==> config.mk <==
export PLATFORM = sky130hd
export DESIGN_NAME = axi_r_beat_issuer
export DESIGN_NICKNAME = d
export VERILOG_FILES = /design/src/rtl/axi_r_beat_issuer.sv
export SDC_FILE = /design/constraint.sdc
export NUM_CORES = 1
export LEC_CHECK = 0
export BUFFER_PORTS_ARGS = -buffer_cell sky130_fd_sc_hd__buf_2
export CAP_MARGIN = 20
export CORE_ASPECT_RATIO = 0.8
export CORE_MARGIN = 5
export CORE_UTILIZATION = 55
export DETAILED_ROUTE_END_ITERATION = 6
export GPL_ROUTABILITY_DRIVEN = 0
export PLACE_DENSITY = 0.77
export SYNTH_ARGS = -nofsm -noshare
export SYNTH_HDL_FRONTEND = slang
export SYNTH_SLANG_ARGS = --single-unit
==> constraint.sdc <==
create_clock -name clk -period 4.25 [get_ports clk]
set_clock_uncertainty 0.15 [all_clocks]
set_input_delay 0.6375 -clock clk [delete_from_list [all_inputs] [get_ports clk]]
set_output_delay 0.6375 -clock clk [all_outputs]
set_load 0.005 [all_outputs]
==> src/rtl/axi_r_beat_issuer.sv <==
// axi_r_beat_issuer
// AXI read-data egress stage behind the read-channel clock-crossing FIFO.
// Pops R words from the FIFO into a 2-entry skid buffer and presents them on a
// standard AXI R valid/ready interface. Burst lengths from accepted AR requests
// are queued so every RLAST can be checked against the expected beat count; any
// disagreement sets a sticky error flag.
//
// Ports
//   clk, rstn                 clock, asynchronous active-low reset
//   fifo_not_empty/rd_en/r_data  FIFO read port; word = {RID, RDATA, RRESP, RLAST}
//   ar_push, ar_len, ar_full  burst-length queue write side (ar_len = beats-1)
//   RID/RDATA/RRESP/RLAST/RVALID/RREADY  AXI R channel toward the master
//   err_last, err_clr         sticky RLAST protocol error and its clear

module axi_r_beat_issuer #(
  parameter int unsigned DW       = 32,
  parameter int unsigned IDW      = 8,
  parameter int unsigned LQ_DEPTH = 4
) (
  input  logic                clk,
  input  logic                rstn,
  input  logic                fifo_not_empty,
  output logic                fifo_rd_en,
  input  logic [DW+IDW+2:0]   fifo_r_data,
  input  logic                ar_push,
  input  logic [3:0]          ar_len,
  output logic                ar_full,
  output logic [IDW-1:0]      RID,
  output logic [DW-1:0]       RDATA,
  output logic [1:0]          RRESP,
  output logic                RLAST,
  output logic                RVALID,
  input  logic                RREADY,
  output logic                err_last,
  input  logic                err_clr
);

  localparam int unsigned WW = DW + IDW + 3;
  localparam int unsigned PW = $clog2(LQ_DEPTH) + 1;  // pointer width incl. wrap bit
  localparam int unsigned AW = PW - 1;

  // Skid buffer state
  logic [1:0]    cnt_q, cnt_d;
  logic [WW-1:0] head_q, head_d;
  logic [WW-1:0] tail_q, tail_d;

  // Burst-length queue state
  logic [3:0]    lq_mem [LQ_DEPTH];
  logic [PW-1:0] lq_wr_q, lq_rd_q;
  logic [PW-1:0] lq_cnt_q, lq_cnt_d;
  logic [3:0]    beat_q, beat_d;
  logic          err_q, err_d;

  logic push, hs, lq_push, lq_pop, exp_last, end_burst, err_set;
  logic [3:0] head_len;

  // Gated by rstn so the pop request drops the instant reset asserts.
  assign fifo_rd_en = rstn && fifo_not_empty && (cnt_q < 2'd2);
  assign push       = fifo_rd_en;
  assign RVALID     = (cnt_q != 2'd0);
  assign hs         = RVALID && RREADY;

  assign RID   = head_q[WW-1 -: IDW];
  assign RDATA = head_q[DW+2:3];
  assign RRESP = head_q[2:1];
  assign RLAST = head_q[0];

  always_comb begin
    cnt_d  = cnt_q;
    head_d = head_q;
    tail_d = tail_q;
    case ({push, hs})
      2'b10: begin
        if (cnt_q == 2'd0) head_d = fifo_r_data;
        else               tail_d = fifo_r_data;
        cnt_d = cnt_q + 2'd1;
      end
      2'b01: begin
        head_d = tail_q;
        cnt_d  = cnt_q - 2'd1;
      end
      2'b11: begin
        if (cnt_q == 2'd1) begin
          head_d = fifo_r_data;
        end else begin
          head_d = tail_q;
          tail_d = fifo_r_data;
        end
      end
      default: ;
    endcase
  end

  always_ff @(posedge clk or negedge rstn) begin
    if (!rstn) begin
      cnt_q  <= '0;
      head_q <= '0;
      tail_q <= '0;
    end else begin
      cnt_q  <= cnt_d;
      head_q <= head_d;
      tail_q <= tail_d;
    end
  end

  // Burst tracking
  assign ar_full   = (lq_cnt_q == PW'(LQ_DEPTH));
  assign lq_push   = ar_push && !ar_full;
  assign head_len  = lq_mem[lq_rd_q[AW-1:0]];
  assign exp_last  = (lq_cnt_q != '0) && (beat_q == head_len);
  assign end_burst = RLAST || exp_last;
  // An RLAST with nothing queued still closes the burst but has nothing to pop.
  assign lq_pop    = hs && end_burst && (lq_cnt_q != '0);
  assign err_set   = hs && ((RLAST != exp_last) || (lq_cnt_q == '0));

  always_comb begin
    lq_cnt_d = lq_cnt_q;
    if (lq_push && !lq_pop)      lq_cnt_d = lq_cnt_q + PW'(1);
    else if (!lq_push && lq_pop) lq_cnt_d = lq_cnt_q - PW'(1);

    beat_d = beat_q;
    if (hs) beat_d = end_burst ? 4'd0 : beat_q + 4'd1;

    // Set has priority over clear.
    err_d = err_q;
    if (err_set)      err_d = 1'b1;
    else if (err_clr) err_d = 1'b0;
  end

  always_ff @(posedge clk or negedge rstn) begin
    if (!rstn) begin
      for (int i = 0; i < int'(LQ_DEPTH); i++) lq_mem[i] <= '0;
      lq_wr_q  <= '0;
      lq_rd_q  <= '0;
      lq_cnt_q <= '0;
      beat_q   <= '0;
      err_q    <= 1'b0;
    end else begin
      if (lq_push) begin
        lq_mem[lq_wr_q[AW-1:0]] <= ar_len;
        lq_wr_q <= lq_wr_q + PW'(1);
      end
      if (lq_pop) lq_rd_q <= lq_rd_q + PW'(1);
      lq_cnt_q <= lq_cnt_d;
      beat_q   <= beat_d;
      err_q    <= err_d;
    end
  end

  assign err_last = err_q;

endmodule

---- Word level (Yosys, flattened, before mapping) ----
Index checks and enable logic that the tools add are counted.
cells by class
  equality and inequality tests ........... 10
  $add $sub $neg .......................... 7
  reductions and logical operators ........ 27
  bitwise logic cells ..................... 2
  multiplexer cells ....................... 18
  $lt $le $gt $ge ......................... 4
operators with widths
  operator               count
  $mux W43               4
  $pmux W43 S3           1
  $pmux W43 S2           1
  $bwmux W16             1
  $mux W4                4
  $logic_and A1 B1 Y1    11
  $reduce_bool A2 Y1     5
  $add A3 B1 Y3 const B  3
  $bmux W4 S2            1
  $demux W4 S2           1
  $ge A3 B3 Y1 const B   2
  $mux W3                2
  $ne A2 B2 Y1 const B   3
  $not A2 Y3             2
  $reduce_bool A3 Y1     2
  $add A4 B1 Y4 const B  1
  $eq A2 B1 Y1 const B   2
  $eq A2 B2 Y1 const B   2
  $eq A4 B4 Y1           1
  $pmux W2 S2            1
  $eq A3 B3 Y1 const B   1
  $logic_not A1 Y1       3
  $logic_not A3 Y1       1
  $lt A3 B1 Y1 const B   1
  10 further kinds       12
word-level totals
  input port bits ......................... 53
  word-level logic and storage cells ...... 80
  register bits after elaboration ......... 118

---- Logic depth before layout (Yosys ltp) ----
Gate-level depths: netlist of the first run.
  depth in word-level cells ............... 12
  mapped depth ............................ 14

---- Worst setup path after synthesis of the first run ----
OpenSTA, ideal clock, no wires.
  path kind ............................... register to register
  from .................................... reg lq_rd_q[0]
  to ...................................... reg lq_cnt_q[1]
  arrival ................................. 2801 ps
  slack ................................... 1175 ps
  required time ........................... 3975 ps
  cell stages (with the launch flop) ...... 13
  path through ............................ dfrtp_1 > buf_6 > mux4_2 > xor2_1 > nor3_1 > nand3_1 > ha_1 > nor3_1 > inv_1 > ha_1 > inv_1 > fa_1 > mux2_2
between the ends
  word-level cells in the longest chain between the ends .. 12
ends and longest elaborated chain
  what                                        RTL line  source
  from (decl)                                 49        logic [PW-1:0] lq_wr_q, lq_rd_q;
  from (signal assigned)                      143       if (lq_pop) lq_rd_q <= lq_rd_q + PW'(1);
  $not A2 Y3 (implied by the code)            109       assign head_len = lq_mem[lq_rd_q[AW-1:0]];
  $bmux W4 S2                                 109
  $mux W4 (implied by the code) (2 in a row)  109
  $eq A4 B4 Y1                                110       assign exp_last = (lq_cnt_q != '0) && (beat_q == head_len);
  $logic_and A1 B1 Y1                         110
  $logic_or A1 B1 Y1                          111       assign end_burst = RLAST || exp_last;
  $logic_and A1 B1 Y1 (2 in a row)            113       assign lq_pop = hs && end_burst && (lq_cnt_q != '0);
  $logic_not A1 Y1                            118       if (lq_push && !lq_pop) lq_cnt_d = lq_cnt_q + PW'(1);
  $logic_and A1 B1 Y1                         118
  $mux W3                                     118
  net lq_cnt_d[1]                             50        logic [PW-1:0] lq_cnt_q, lq_cnt_d;
  to (signal assigned)                        144       lq_cnt_q <= lq_cnt_d;
  to (decl)                                   50
The timed path passes the listed nets, and every way through them passes these cells. The select of a mux whose other input is x is not followed.
A chain may end at the register's enable or synchronous reset.

---- Worst setup path in the final report of the first run ----
Ends and elaborated chain as after synthesis.

==> results of run 1 <==
[cells by family after synthesis]
logic type | synth area share, %
AOI/OAI and AO/OA | 12.46
xor gates and xnor gates | 2.048
adders and majority gates | 3.315
buffers and inverters | 4.778
DFF | 56.56
muxes | 14.92
and+or+nand+nor | 5.924
[path summary, 6_finish.rpt]
path                                             start                       to  slack (ns)
min in group clk                               err_clr     err_last$_DFFE_PN0P_        0.28
worst min-delay path                              rstn  lq_cnt_q[0]$_DFFE_PN0P_        0.20
max in group asynchronous                         rstn   head_q[30]$_DFFE_PN0P_        2.44
worst max register to register  lq_rd_q[0]$_DFFE_PN0P_  lq_cnt_q[1]$_DFFE_PN0P_        0.81
worst max-delay path            lq_rd_q[0]$_DFFE_PN0P_  lq_cnt_q[1]$_DFFE_PN0P_        0.81
worst min register to register   head_q[1]$_DFFE_PN0P_    head_q[1]$_DFFE_PN0P_        0.33
[sequential cells by signal, indices dropped and copies added, names as in the netlist]
register	count
lq_rd_q	2
lq_mem	16
head_q	43
tail_q	43
beat_q	4
lq_cnt_q	3
err_last	1
lq_wr_q	2
cnt_q	2
[Yosys cell counts, types with 3 or more instances]
master and instances:
nand2_2 5, nor2b_1 3, nand3_1 5, inv_1 10, nor3_1 4, o21ai_0 25, clkbuf_1 3, buf_6 12
xnor2_1 8, mux4_2 4, a22oi_1 41, dfrtp_1 116, mux2_2 60, o21ai_1 24, ha_1 12, buf_2 10
nand2_1 51, xor2_1 4
[metal layers]
| layer | track usage (%) | vias up |
|---|---|---|
| li1 | - | 1644 |
| met1 | 26.15 | 1671 |
| met2 | 31.36 | 114 |
| met3 | 5.588 | 23 |
| met4 | 8.787 | 0 |
| met5 | 0 | - |
[where the power goes]
group | switching, W | leakage [nW] | internal (W) | total, W
Combinational | 0.000770 | 1.22 | 0.000809 | 0.00158
Sequential | 0.000325 | 1.42 | 0.00164 | 0.00196
Clock | 0.000452 | 0.282 | 0.000886 | 0.00134
[stage by stage]
step	hold slack, ns	total power [W]	instances
after CTS	0.2303	0.004921	633
after detailed placement	0.3148	0.003557	603
after global routing	0.2656	0.005196	633
final	0.2043	0.004879	633
after global placement	0.3054	0.003440	603
after floorplan	0.1919	0.003081	410
[critical path: cells and delay by family, from the launching register on]
kind                     cells  cell delay [ns]
XOR/XNOR                     1             0.16
multiplexers                 2             0.85
AND/OR/NAND/NOR              3             0.56
flip-flops                   1             0.53
buffers and inverters        2             0.19
adder cells (fa/ha/maj)      3             0.88
[cell usage in the layout (no fill, tap or decap), drive strengths merged, types with 2 or more instances in the layout]
| cell | instances |
|---|---|
| mux2 | 60 |
| a22oi | 42 |
| clkbuf | 26 |
| nand3 | 5 |
| dfrtp | 116 |
| inv | 11 |
| nor2b | 3 |
| buf | 103 |
| xor2 | 4 |
| clkinv | 3 |
| nand2 | 56 |
| xnor2 | 8 |
| mux4 | 4 |
| nor3 | 4 |
| ha | 12 |
| o21ai | 49 |
| a21oi | 2 |
[cell type report]
class | instances | area, sq um | share of cell area, %
clock buffer | 26 | 519.2 | 8.384
clock inverter | 4 | 45.04 | 0.7273
tap | 115 | 143.9 | 2.323
timing repair buffer | 103 | 540.5 | 8.727
multi-input combinational | 258 | 1993 | 32.18
sequential | 116 | 2903 | 46.87
inverter | 11 | 48.80 | 0.7879
==> results.py, run 1 <==
metrics = {
    "setup_path": {
        "cp.arrival_ns": 3.57,
        "max_stage_delay_ns": 0.58,
        "slowest_stage": "mux4_2",
        "startpoint_type": "flip-flop",
        "required_ns": 4.39,
        "reg2reg_depth": 11,
        "crit_path_end_kind": "flip-flop",
        "worstSetupPathType": "reg2reg",
        "crit_fanout": 6,
        "path_cells": "mux4_2 -> xor2_1 -> nor3_1 -> nand3_1 -> ha_1 -> nor3_1 -> inv_1 -> ha_1 -> inv_1 -> fa_1 -> mux2_2",
    },
    "routing": {
        "routed_wl_um": 10960,
        "routedWlPerCell_um": 17.31,
        "drc_errors": 0,
        "dr_wl_met3_um": 615,
        "drtAntennaViolNets": 0,
        "vias": 3452,
        "wl_met1_um": 4848,
        "top_layer_used": "met4",
        "drtIter0Drc": 266,
        "vias_per_cell": 5.453,
        "wl_met2_um": 5248,
        "first_pass_iters": 5,
    },
    "grt": {
        "grt_pass1_vias": 3542,
        "gr-total-overflow": 0,
        "antenna_found_initial": 0,
        "grt_start_max_net_pins": 71,
        "grt_pass1_wl_um": 17770,
        "grt_usage_pct": 19.87,
    },
    "synthesis": {
        "synth_area_leaders": "dfrtp_1, mux2_2, a22oi_1, nand2_1, ha_1",
        "yosys.area.top_type": "dfrtp_1",
        "synthArstFlopShare_pct": 100.0,
        "ys_warn_count": 0,
        "synth_area_sq_mm": 0.005132,
        "synthesis.instances": 410,
        "synth_cell_types": 31,
        "postSynthAreaPerCell_sq_um": 12.52,
        "synth_top_area_share_pct": 56.56,
        "seq_area_frac_synth_pct": 56.56,
        "synth-edff-count": 0,
        "ys.flop_type": "dfrtp_1",
        "synth_fp_nets": 476,
        "synth_seq_cells": 116,
    },
    "final_layout": {
        "final_util_pct": 68.24,
        "area.growth.synth_to_final_pct": 20.67,
        "design_area_sq_mm": 0.006193,
        "final_nets": 573,
        "drive_gt1_share_pct": 39.38,
        "fillers": 669,
        "diodes": 0,
    },
    "power_and_ir_drop": {
        "powerDensity_mw_per_mm2": 787.8,
        "peakVddDrop_v": 0.0003955,
        "p_leak_nw": 2.921,
    },
    "clock_network": {
        "cts_buffers": 17,
        "post_cts_buffers": 0,
        "cts_resized": 0,
        "clock_latency_ns": 0.41,
        "cts_tree": "yes",
        "cts_root_buffer": "clkbuf_16",
        "ctsHoldBuffers": 0,
        "cts_num_sinks": 116,
        "clockBufferDepth": 2,
        "cts.htree.levels": 4,
        "path_clk_slew_ns": 0.05,
    },
    "sta": {
        "rsz0062_at_grt": "false",
        "tightest_slew_ns": 0.9041,
        "period_share_pct": 80.88,
        "fmax_mhz": 290.9,
        "slew_headroom_pct": 39.44,
        "timing.final.hold_violations": 0,
        "finalSetupViolCount": 0,
        "finalMaxSlewViolations": 0,
        "fin_ws_ns": 0.8127,
        "post-route-min-period_ns": 3.437,
        "fin_setup_tns_ns": 0,
    },
    "placed_design": {
        "dpl-instance-area_sq_mm": 0.005629,
        "dp_hpwl_um": 7426,
        "portBuffers": 99,
        "dp_slack_ns": 0.8530,
    },
    "die": {
        "dieArea_sq_mm": 0.01138,
        "die_y_um": 96.40,
        "ios": 100,
        "rows": 31,
        "core_area_sq_mm": 0.009076,
        "chipWidth_um": 118,
        "initial_core_util_pct": 56.55,
    },
    "hold_path": {
        "min_path_type": "in2async",
    },
    "run": {
        "max_cap_viol_count": 0,
    },
    "outcome": {
        "status": "finished, final reports clean",
    },
}
(Power assumes the default switching activity.)
==> inputs of run 2 (changes only) <==
ABC_AREA = 1   (was not set)
CORE_UTILIZATION = 50   (was 55)
PLACE_DENSITY = 0.73   (was 0.77)
clock period = 2.8 ns   (was 4.25 ns; I/O delays follow)
==> run 2 against run 1 <==
Compared with the run above:
- flip-flop and latch count stayed put
- final cell count grew 37%
- critical path depth increased by 3
- wire length increased by 16%
- clock power increased by 51%
- area after synthesis increased by 5.3%
- maximum frequency grew 28%
- critical path type unchanged
- power up 61%
- non-clock buffer count grew 8
- via count grew 29%
- worst setup slack lost 0.71 ns
==> results.py, run 2 <==
metrics = {
    "setup_path": {
        "max_stage_delay_ns": 0.45,
        "reg2reg_depth": 14,
        "path_cells": "buf_6 -> nand2_1 -> nand3_1 -> nand2_1 -> xor2_1 -> nand3_1 -> ha_4 -> nor2_4 -> nand2_2 -> ha_2 -> inv_2 -> fa_2 -> nor2_2 -> a21oi_1",
        "startpoint_type": "flip-flop",
        "cp.depth": 14,
        "cp.arrival_ns": 2.82,
        "worstSetupPathType": "reg2reg",
        "reg2reg_setup_slack_ns": 0.11,
        "crit_path_end_kind": "flip-flop",
        "r2r_end": "lq_cnt_q[1]$_DFFE_PN0P_",
        "endpoint": "lq_cnt_q[1]$_DFFE_PN0P_",
        "required_ns": 2.93,
        "startpoint": "lq_rd_q[0]$_DFFE_PN0P_",
        "crit_fanout": 6,
        "crit_family": "adder cells",
        "r2r-start": "lq_rd_q[0]$_DFFE_PN0P_",
        "slowest_stage": "dfrtp_2",
        "critPathBufInv": 2,
    },
    "hold_path": {
        "min_path_type": "in2async",
    },
    "die": {
        "initial_core_util_pct": 50.41,
        "core_area_sq_mm": 0.01072,
        "chipWidth_um": 126.2,
        "ios": 100,
        "rows": 34,
        "die_y_um": 103.0,
        "dieArea_sq_mm": 0.01300,
    },
    "grt": {
        "grt_start_max_net_pins": 79,
        "grt_pass1_wl_um": 21350,
        "grt_usage_pct": 20.71,
        "antenna_found_initial": 0,
        "grt_pass1_vias": 4437,
        "gr-total-overflow": 0,
    },
    "routing": {
        "routedWlPerCell_um": 14.70,
        "drtIter0Drc": 298,
        "drtAntennaViolNets": 0,
        "drc_errors": 0,
        "vias": 4463,
        "first_pass_iters": 5,
        "vias_per_cell": 5.160,
        "routed_wl_um": 12710,
    },
    "clock_network": {
        "cts_buffers": 17,
        "clockBufferDepth": 2,
        "cts_root_buffer": "clkbuf_16",
        "path_clk_slew_ns": 0.05,
        "cts_num_sinks": 116,
        "cts_tree": "yes",
        "cts.htree.levels": 4,
        "clock_latency_ns": 0.41,
    },
    "placed_design": {
        "portBuffers": 99,
        "dp_slack_ns": -0.02742,
        "dpl-instance-area_sq_mm": 0.005997,
        "dp_hpwl_um": 8409,
        "dp.cells": 831,
    },
    "final_layout": {
        "design_area_sq_mm": 0.006615,
        "final_common_cell": "dfrtp_1",
        "final_nets": 775,
        "diodes": 0,
        "area.growth.synth_to_final_pct": 22.41,
        "drive_gt1_share_pct": 21.50,
        "instances_no_fill": 865,
        "largestRegisters": "head_q: 43 flops, tail_q: 43 flops, lq_mem: 16 flops",
        "layout_common_cells": "dfrtp_1, buf_2, nand2_1",
    },
    "synthesis": {
        "synth-edff-count": 0,
        "synthTopCellsByCount": "dfrtp_1, nand2_1, inv_1",
        "synth_top_area_share_pct": 53.72,
        "synth_cell_types": 27,
        "synth_area_sq_mm": 0.005404,
        "postSynthAreaPerCell_sq_um": 8.844,
        "ys_warn_count": 0,
        "ys.flop_type": "dfrtp_1",
        "synthesis.instances": 611,
        "seq_area_frac_synth_pct": 53.72,
        "synth_seq_cells": 116,
        "synth_most_common_cell": "dfrtp_1",
        "synthArstFlopShare_pct": 100.0,
        "synth_fp_nets": 677,
        "synth_area_leaders": "dfrtp_1, nand2_1, nand3_1, a31oi_1, inv_1",
        "yosys.area.top_type": "dfrtp_1",
    },
    "sta": {
        "slew_headroom_pct": 34.30,
        "post-route-min-period_ns": 2.694,
        "fin_ws_ns": 0.1059,
        "tightest_slew_ns": 0.9834,
        "fin_setup_tns_ns": 0,
        "finalMaxSlewViolations": 0,
        "rsz0062_at_grt": "true",
        "fmax_mhz": 371.2,
        "timing.final.hold_violations": 0,
        "finalSetupViolCount": 0,
        "period_share_pct": 96.22,
    },
    "run": {
        "max_cap_viol_count": 0,
    },
    "power_and_ir_drop": {
        "p_leak_nw": 3.232,
        "peakVddDrop_v": 0.0006097,
        "power.total_w": 0.007836,
        "powerDensity_mw_per_mm2": 1185,
    },
    "outcome": {
        "status": "finished, final reports clean",
    },
}
[run 2: changes by cell type after synthesis, sizes merged, moves of 22 or more]
cell / previous run / this run
mux2: 60 / 0
nor2: 1 / 50
or2: 0 / 42
a31oi: 0 / 42
a22oi: 42 / 0
o21ai: 49 / 71
inv: 11 / 70
nand3: 5 / 60
nand2: 56 / 99
[run 2: layout make-up]
class	count	area (sq um)
clock inverters	5	75.07
repair buffers	111	604.3
multi-input cells	393	2107
fillers	916	4105
clock buffers	26	479.2
well taps	144	180.2
inverters	70	265.3
flip-flops and latches	116	2904
[run 2: kinds of logic after synthesis]
kind of cell,Yosys count,share of synthesized area [%]
xor gates and xnor gates,7,1.135
and+or+nand+nor,252,21.07
buffers and inverters,102,8.335
adders and majority gates,13,3.149
DFF,116,53.72
AOI/OAI and AO/OA,121,12.60
[run 2: per-layer routing]
metal	part of all wire [%]	GRT usage, %
met1	45	27.43
met2	47	32.77
met3	5.9	5.230
met4	2.2	8.986
met5	0	0
[run 2: worst min-delay path by stage]
stage | startpoint | to | slack, ns | cells past startpoint
floorplan | rstn | beat_q[0]$_DFFE_PN0P_ | -0.03 | 0
global placement | tail_q[29]$_DFFE_PN0P_ | tail_q[29]$_DFFE_PN0P_ | 0.32 | 2
detailed placement | cnt_q[1]$_DFFE_PN0P_ | cnt_q[1]$_DFFE_PN0P_ | 0.32 | 2
CTS | err_clr | err_last$_DFFE_PN0P_ | 0.04 | 2
global route | err_clr | err_last$_DFFE_PN0P_ | 0.05 | 2
finish | rstn | tail_q[38]$_DFFE_PN0P_ | 0.04 | 2
[run 2: where the power goes]
| group | internal, W | leakage, nW | switching [W] |
|---|---|---|---|
| sequential | 0.00250 | 1.40 | 0.000507 |
| combinational | 0.00116 | 1.56 | 0.00164 |
| clock | 0.00134 | 0.272 | 0.000687 |
[run 2: timing repair]
item	in CTS	in global routing
gates resized for setup	2	14
endpoints found under the setup margin	2	2
hold buffers	0	0
pin swaps	0	3
buffers inserted	0	3
[run 2: through the flow]
| stage | utilization [%] | hold WS (ns) |
|---|---|---|
| 3_3_place_gp | 55.94 | 0.3159 |
| 3_5_place_dp | 55.94 | 0.3226 |
| 5_1_grt | 61.71 | 0.05493 |
| 4_1_cts | 61.15 | 0.03686 |
| 6_report | 61.71 | 0.04295 |
| 2_1_floorplan | - | -0.02559 |
